--- src/rtl/uart_pkg.sv ---
// Shared definitions for the UART transmit path.
//   state_t          : launch FSM state encoding (2 bits)
//   UART_BYTE_W      : width of one serial data byte
//   UART_FIFO_DEPTH  : default depth of the transmit byte FIFO
package uart_pkg;

  localparam int UART_BYTE_W     = 8;
  localparam int UART_FIFO_DEPTH = 16;

  typedef enum logic [1:0] {
    IDLE      = 2'd0,
    LAUNCH    = 2'd1,
    WAIT_BUSY = 2'd2,
    WAIT_DONE = 2'd3
  } state_t;

endpackage

--- src/rtl/uart_tx_feeder_sync_fifo.sv ---
// sync_fifo: single-clock FIFO with registered pointers and level.
// push/pop must already be qualified by the caller (no push when full,
// no pop when empty). rd_data always shows the entry at the read pointer.
// Ports:
//   clk, rst          : clock, synchronous active-high reset
//   push, wr_data     : store wr_data this cycle
//   pop               : retire the head entry this cycle
//   rd_data           : head entry (valid when !empty)
//   full, empty, level: occupancy, derived from the registered level
module sync_fifo
  import uart_pkg::*;
#(
  parameter int DEPTH  = UART_FIFO_DEPTH,
  parameter int ADDR_W = $clog2(DEPTH),
  parameter int W      = UART_BYTE_W
) (
  input  logic              clk,
  input  logic              rst,
  input  logic              push,
  input  logic [W-1:0]      wr_data,
  input  logic              pop,
  output logic [W-1:0]      rd_data,
  output logic              full,
  output logic              empty,
  output logic [ADDR_W:0]   level
);

  localparam int LW = ADDR_W + 1;

  logic [W-1:0]      mem [DEPTH];
  logic [ADDR_W-1:0] wr_ptr;
  logic [ADDR_W-1:0] rd_ptr;

  // Storage is deliberately not reset.
  always_ff @(posedge clk) begin
    if (push) mem[wr_ptr] <= wr_data;
  end

  // Pointers wrap naturally because DEPTH is a power of two.
  always_ff @(posedge clk) begin
    if (rst) begin
      wr_ptr <= '0;
      rd_ptr <= '0;
      level  <= '0;
    end else begin
      if (push) wr_ptr <= wr_ptr + 1'b1;
      if (pop)  rd_ptr <= rd_ptr + 1'b1;
      level <= level + LW'(push) - LW'(pop);
    end
  end

  assign rd_data = mem[rd_ptr];
  assign full    = (level == LW'(DEPTH));
  assign empty   = (level == '0);

endmodule

--- src/rtl/uart_tx_feeder.sv ---
// uart_tx_feeder: byte FIFO plus launch controller in front of a UART
// transmitter. Bytes are accepted at clock rate and launched one at a time,
// paced by tx_busy.
// Optional build macro UART_TX_FEEDER_DROPCNT_EN adds drop_cnt, a saturating
// count of dropped writes.
// Handshake: a write is accepted on any cycle with wr_en && !full; a launch
// is a single-cycle tx_start with tx_data valid, issued only while the
// transmitter reports !tx_busy; tx_data holds until the FSM returns to IDLE.
// Ports:
//   clk, rst           : clock, synchronous active-high reset
//   wr_en, wr_data     : system-side byte push
//   full, empty, level : FIFO occupancy
//   overflow           : sticky, a write was dropped
//   tx_start, tx_data  : launch pulse and byte to the transmitter
//   tx_busy            : transmitter busy flag
//   state              : launch FSM state (debug observation)
//   drop_cnt           : dropped-write count (only with the macro defined)
module uart_tx_feeder
  import uart_pkg::*;
#(
  parameter int DEPTH  = UART_FIFO_DEPTH,
  parameter int ADDR_W = $clog2(DEPTH)
) (
  input  logic                   clk,
  input  logic                   rst,
  input  logic                   wr_en,
  input  logic [UART_BYTE_W-1:0] wr_data,
  output logic                   full,
  output logic                   empty,
  output logic [ADDR_W:0]        level,
  output logic                   overflow,
  output logic                   tx_start,
  output logic [UART_BYTE_W-1:0] tx_data,
  input  logic                   tx_busy,
`ifdef UART_TX_FEEDER_DROPCNT_EN
  output logic [7:0]             drop_cnt,
`endif
  output state_t                 state
);

  logic                   push;
  logic                   pop;
  logic                   drop;
  logic [UART_BYTE_W-1:0] head;

  // full comes from the registered level, so a same-cycle pop does not
  // make room for a write that arrives while full.
  assign push = wr_en && !full;
  assign drop = wr_en && full;
  assign pop  = (state == IDLE) && !empty && !tx_busy;

  sync_fifo #(
    .DEPTH  (DEPTH),
    .ADDR_W (ADDR_W),
    .W      (UART_BYTE_W)
  ) u_fifo (
    .clk     (clk),
    .rst     (rst),
    .push    (push),
    .wr_data (wr_data),
    .pop     (pop),
    .rd_data (head),
    .full    (full),
    .empty   (empty),
    .level   (level)
  );

  always_ff @(posedge clk) begin
    if (rst) begin
      state    <= IDLE;
      tx_start <= 1'b0;
      tx_data  <= '0;
    end else begin
      case (state)
        IDLE: begin
          if (pop) begin
            tx_data  <= head;
            tx_start <= 1'b1;
            state    <= LAUNCH;
          end
        end
        LAUNCH: begin
          tx_start <= 1'b0;
          state    <= WAIT_BUSY;
        end
        // The transmitter raises busy one cycle after sampling tx_start.
        WAIT_BUSY: begin
          if (tx_busy) state <= WAIT_DONE;
        end
        WAIT_DONE: begin
          if (!tx_busy) state <= IDLE;
        end
        default: begin
          tx_start <= 1'b0;
          state    <= IDLE;
        end
      endcase
    end
  end

  always_ff @(posedge clk) begin
    if (rst)       overflow <= 1'b0;
    else if (drop) overflow <= 1'b1;
  end

`ifdef UART_TX_FEEDER_DROPCNT_EN
  always_ff @(posedge clk) begin
    if (rst)                           drop_cnt <= '0;
    else if (drop && drop_cnt != 8'hFF) drop_cnt <= drop_cnt + 8'd1;
  end
`endif

endmodule

--- config.mk ---
export PLATFORM = sky130hd
export DESIGN_NAME = uart_tx_feeder
export DESIGN_NICKNAME = d
export VERILOG_FILES = /design/src/rtl/uart_pkg.sv /design/src/rtl/uart_tx_feeder_sync_fifo.sv /design/src/rtl/uart_tx_feeder.sv
export SDC_FILE = /design/constraint.sdc
export NUM_CORES = 1
export LEC_CHECK = 0
export CAP_MARGIN = 20
export CORE_UTILIZATION = 55
export CTS_CLUSTER_DIAMETER = 40
export DETAILED_ROUTE_END_ITERATION = 10
export GPL_TIMING_DRIVEN = 0
export PLACE_DENSITY_LB_ADDON = 0.12
export SYNTH_ARGS = -nofsm -noshare
export SYNTH_HDL_FRONTEND = slang
export SYNTH_HIERARCHICAL = 1
export SYNTH_SLANG_ARGS = --single-unit
--- constraint.sdc ---
create_clock -name clk -period 3.6 [get_ports clk]
set_input_delay 0.72 -clock clk [delete_from_list [all_inputs] [get_ports clk]]
set_output_delay 0.72 -clock clk [all_outputs]
set_load 0.01 [all_outputs]
==> tab_implementation.tex <==
\begin{tabular}{lr}
\hline
Metric & Value \\
\hline
\multicolumn{2}{l}{\textbf{Die}} \\
Number of standard-cell rows in the floorplan & 38 \\
Die Outline Area & 11,920 um\^{}2 \\
Core area & 11,030 um\^{}2 \\
Die extent in y & 109.2 um \\
Width of the die & 109.2 um \\
Boundary Pins & 31 \\
Starting utilization of the core area & 57.28\% \\
\multicolumn{2}{l}{\textbf{Timing}} \\
Post-route clock period utilization & 89.21\% \\
Final worst hold slack & 0.4722 ns \\
Setup violations, final & 0 \\
Final clock skew & 0.01080 ns \\
Final WS setup & 0.3884 ns \\
Shortest period the worst path allows & 3.212 ns \\
Max Clock Freq & 311.4 MHz \\
Final Slew Violations & 0 \\
Final setup TNS & 0 ns \\
Slew @ Worst Pin & 0.9026 ns \\
Setup repair after global routing missed its margin & no \\
Worst relative slew slack & 38.98\% \\
Hold Fails Final Rpt & 0 \\
\multicolumn{2}{l}{\textbf{Detailed routing}} \\
DR DRC count & 0 \\
Count of routing violations after the opening detailed-route iteration & 222 \\
DR vias & 3,260 \\
Vias per std cell & 5.927 \\
Drt wl/cell & 21.45 um \\
Routed length on met2 & 5692 um \\
Total iterations of the first detailed-routing run & 4 \\
Post-route met1 wirelength & 5185 um \\
Final wirelength & 11,800 um \\
Top routing layer in use & met4 \\
Number of nets with antenna violations after detailed routing & 0 \\
Routed length on met3 & 672 um \\
\multicolumn{2}{l}{\textbf{Setup path}} \\
Critical path launch point type & flip-flop \\
Capturing element type of the critical path & flip-flop \\
Required time of the critical path & 3.89 ns \\
Max Fanout on Critical Path & 14 \\
Arrival time at the worst endpoint & 3.50 ns \\
Slack of the worst reg-to-reg path & 0.39 ns \\
Worst setup path category & flip-flop to flip-flop \\
\multicolumn{2}{l}{\textbf{Logic synthesis}} \\
Number of synthesized register bits & 157 \\
Net count after synthesis & 377 \\
Share of synthesized area occupied by flip-flops and latches & 70.02\% \\
Largest cells by area after synthesis & sky130\_fd\_sc\_hd\_\_edfxtp\_1, sky130\_fd\_sc\_hd\_\_dfxtp\_1, sky130\_fd\_sc\_hd\_\_mux4\_2, sky130\_fd\_sc\_hd\_\_mux4\_1, sky130\_fd\_sc\_hd\_\_ha\_1 \\
Async S/R FF share, synth & 0\% \\
Number of enable-type register cells in the synthesized netlist & 128 \\
Warnings from Yosys & 6 \\
Predominant post-synthesis flop cell & sky130\_fd\_sc\_hd\_\_edfxtp\_1 \\
Post-synthesis cell area & 6319 um\^{}2 \\
Synthesized area per cell & 18.16 um\^{}2 \\
Cell count after synthesis & 348 \\
Post-synth cell types & 39 \\
Fraction of synthesized cell area taken by the top area cell type & 60.83\% \\
Library cell with the largest summed area after synthesis & sky130\_fd\_sc\_hd\_\_edfxtp\_1 \\
\multicolumn{2}{l}{\textbf{Final layout}} \\
Area delta synth->final & 17.03\% \\
Post-Layout Cell Count & 550 \\
Net count, final & 426 \\
Diode insertion count for antenna repair & 0 \\
Fillcell total & 754 \\
Share of cells above drive strength 1 & 14.63\% \\
\multicolumn{2}{l}{\textbf{Power and ir drop}} \\
Power per cell area & 690.2 nW/um\^{}2 \\
IR Drop Worst-Case VDD & 492.0 uV \\
P\_leak & 2.519 nW \\
\multicolumn{2}{l}{\textbf{Clock tree}} \\
Clock buffer depth & 2 \\
Number of instances resized during post-cts repair & 0 \\
Clock tree from TritonCTS & done \\
Hold-fix buffers at CTS & 0 \\
Skew-Pair Late Insertion Delay & 0.42 ns \\
Number of clock sinks & 157 \\
Buffer count from post-CTS setup fixing & 0 \\
H-tree depth reported by CTS & 4 \\
Clock transition at the registers of the reported paths & 0.06 ns \\
Number of clock buffers inserted by TritonCTS & 17 \\
Clock Root Buffer & sky130\_fd\_sc\_hd\_\_clkbuf\_16 \\
\multicolumn{2}{l}{\textbf{Placed design}} \\
Number of buffers added on ports & 30 \\
Detailed placement HPWL & 7907 um \\
Final weighted congestion in routability-driven placement & 0.7387 \\
Placed Cells incl. Taps & 518 \\
Setup Slack @ Placement & 0.1898 ns \\
\multicolumn{2}{l}{\textbf{Run}} \\
Count of maximum capacitance violations & 0 \\
\multicolumn{2}{l}{\textbf{GRT}} \\
Leftover overflow at the end of global routing & 0 \\
Number of antenna violations at the first check in global routing & 0 \\
Pin count of the biggest net entering global routing & 17 \\
Via count of the first global-routing pass & 3,179 \\
Wire length of the first global-routing pass & 17,890 um \\
Overall global routing resource usage & 22.16\% \\
\multicolumn{2}{l}{\textbf{Min path}} \\
Path class of the lowest-slack min-delay path & flip-flop to flip-flop \\
\multicolumn{2}{l}{\textbf{Run status}} \\
Outcome & finished, final reports clean \\
\hline
\end{tabular}
[power by group]
part	switching [mW]	internal, mW
Combinational	0.570	0.585
Clock	0.670	1.09
Sequential	0.0834	2.10
[final timing paths]
| path | start | end | depth (start not counted) |
|---|---|---|---|
| max reg2reg | u_fifo/level[3] | u_fifo/level[4] | 14 |
| min | overflow | overflow | 2 |
| max | u_fifo/level[3] | u_fifo/level[4] | 14 |
| min reg2reg | overflow | overflow | 2 |
[stage by stage]
step	util (%)	power, mW	area [um^2]
2_1_floorplan	-	2.970	6319
3_3_place_gp	61.59	3.340	6794
3_5_place_dp	61.59	3.382	6794
4_1_cts	67.04	5.150	7395
5_1_grt	67.04	5.336	7395
6_report	67.04	5.104	7395
[sequential cells by signal, indices dropped and copies added (netlist names), named ones only]
register and flops:
overflow 1, state 2, u_fifo/rd_ptr 4, tx_data 8, tx_start 1, u_fifo/level 5, u_fifo/mem 128, u_fifo/wr_ptr 4
[worst max-delay path, stage by stage (launching register included)]
cell,delay (ns)
sky130_fd_sc_hd__dfxtp_1,0.34
sky130_fd_sc_hd__inv_1,0.09
sky130_fd_sc_hd__ha_1,0.16
sky130_fd_sc_hd__nor4b_1,0.74
sky130_fd_sc_hd__nor3b_2,0.11
sky130_fd_sc_hd__buf_6,0.21
sky130_fd_sc_hd__ha_1,0.29
sky130_fd_sc_hd__inv_1,0.06
sky130_fd_sc_hd__ha_1,0.15
sky130_fd_sc_hd__inv_1,0.05
sky130_fd_sc_hd__fa_1,0.38
sky130_fd_sc_hd__nor2b_1,0.17
sky130_fd_sc_hd__o21bai_1,0.11
sky130_fd_sc_hd__a21oi_1,0.16
sky130_fd_sc_hd__nor3b_1,0.06
[routing by layer]
metal | up-vias | global-route usage [%]
met5 | - | 0
met4 | 0 | 9.810
met3 | 20 | 6.336
met2 | 98 | 33.24
met1 | 1671 | 30.39
li1 | 1471 | -
[cell usage after synthesis, types with 2 or more instances]
cell type / count
sky130_fd_sc_hd__dfxtp_1: 29
sky130_fd_sc_hd__clkbuf_1: 2
sky130_fd_sc_hd__xor2_1: 5
sky130_fd_sc_hd__nor3_1: 2
sky130_fd_sc_hd__mux4_1: 14
sky130_fd_sc_hd__nor3b_2: 2
sky130_fd_sc_hd__inv_1: 13
sky130_fd_sc_hd__a21oi_1: 4
sky130_fd_sc_hd__mux4_2: 18
sky130_fd_sc_hd__o41ai_1: 2
sky130_fd_sc_hd__edfxtp_1: 128
sky130_fd_sc_hd__nor3b_1: 2
sky130_fd_sc_hd__buf_2: 3
sky130_fd_sc_hd__and2_1: 17
sky130_fd_sc_hd__mux2i_1: 10
sky130_fd_sc_hd__nor2b_1: 5
sky130_fd_sc_hd__xnor2_1: 3
sky130_fd_sc_hd__clkdlybuf4s25_2: 3
sky130_fd_sc_hd__nand4_1: 2
sky130_fd_sc_hd__buf_6: 4
sky130_fd_sc_hd__a22oi_1: 16
sky130_fd_sc_hd__ha_1: 16
sky130_fd_sc_hd__nand2_1: 11
sky130_fd_sc_hd__nor2_1: 22
[cell usage in the layout, fill, tap and decap left out, drive strengths merged]
cell           count
a21o               1
nor3               2
nand3              1
nor4b              1
o221ai             1
edfxtp           128
xnor2              3
buf                9
inv               15
xor2               5
nor2b              5
clkdlybuf4s25      3
dfxtp             29
o21bai             1
o211ai             1
a21oi              4
o41ai              2
o21ai              2
a22oi             16
ha                16
mux2i             10
bufinv             1
nor3b              4
nor2              22
a211oi             1
fa                 1
nand2             11
and3               1
and2              17
clkdlybuf4s50     30
nand4              2
nor4bb             1
clkinvlp           2
mux4              32
clkinv             2
clkbuf            27
and2b              1
[cell type report]
type / instances / area, um^2 / share of cell area, %
buffer: 14 / 108.9 / 1.472
clock buffer: 25 / 529.3 / 7.157
clock inverter: 7 / 71.32 / 0.9645
inverter: 13 / 48.80 / 0.6599
multi-input combinational: 164 / 1737 / 23.49
sequential: 157 / 4424 / 59.83
tap: 140 / 175.2 / 2.369
timing repair buffer: 30 / 300.3 / 4.061
[cells by family after synthesis]
family | synth area share [%]
flops | 70.02
simple gates | 5.723
mux | 13.82
compound gates | 3.347
buf+inv | 2.495
fa+ha+maj | 3.485
xor+xnor | 1.109
(Power assumes the default switching activity.)
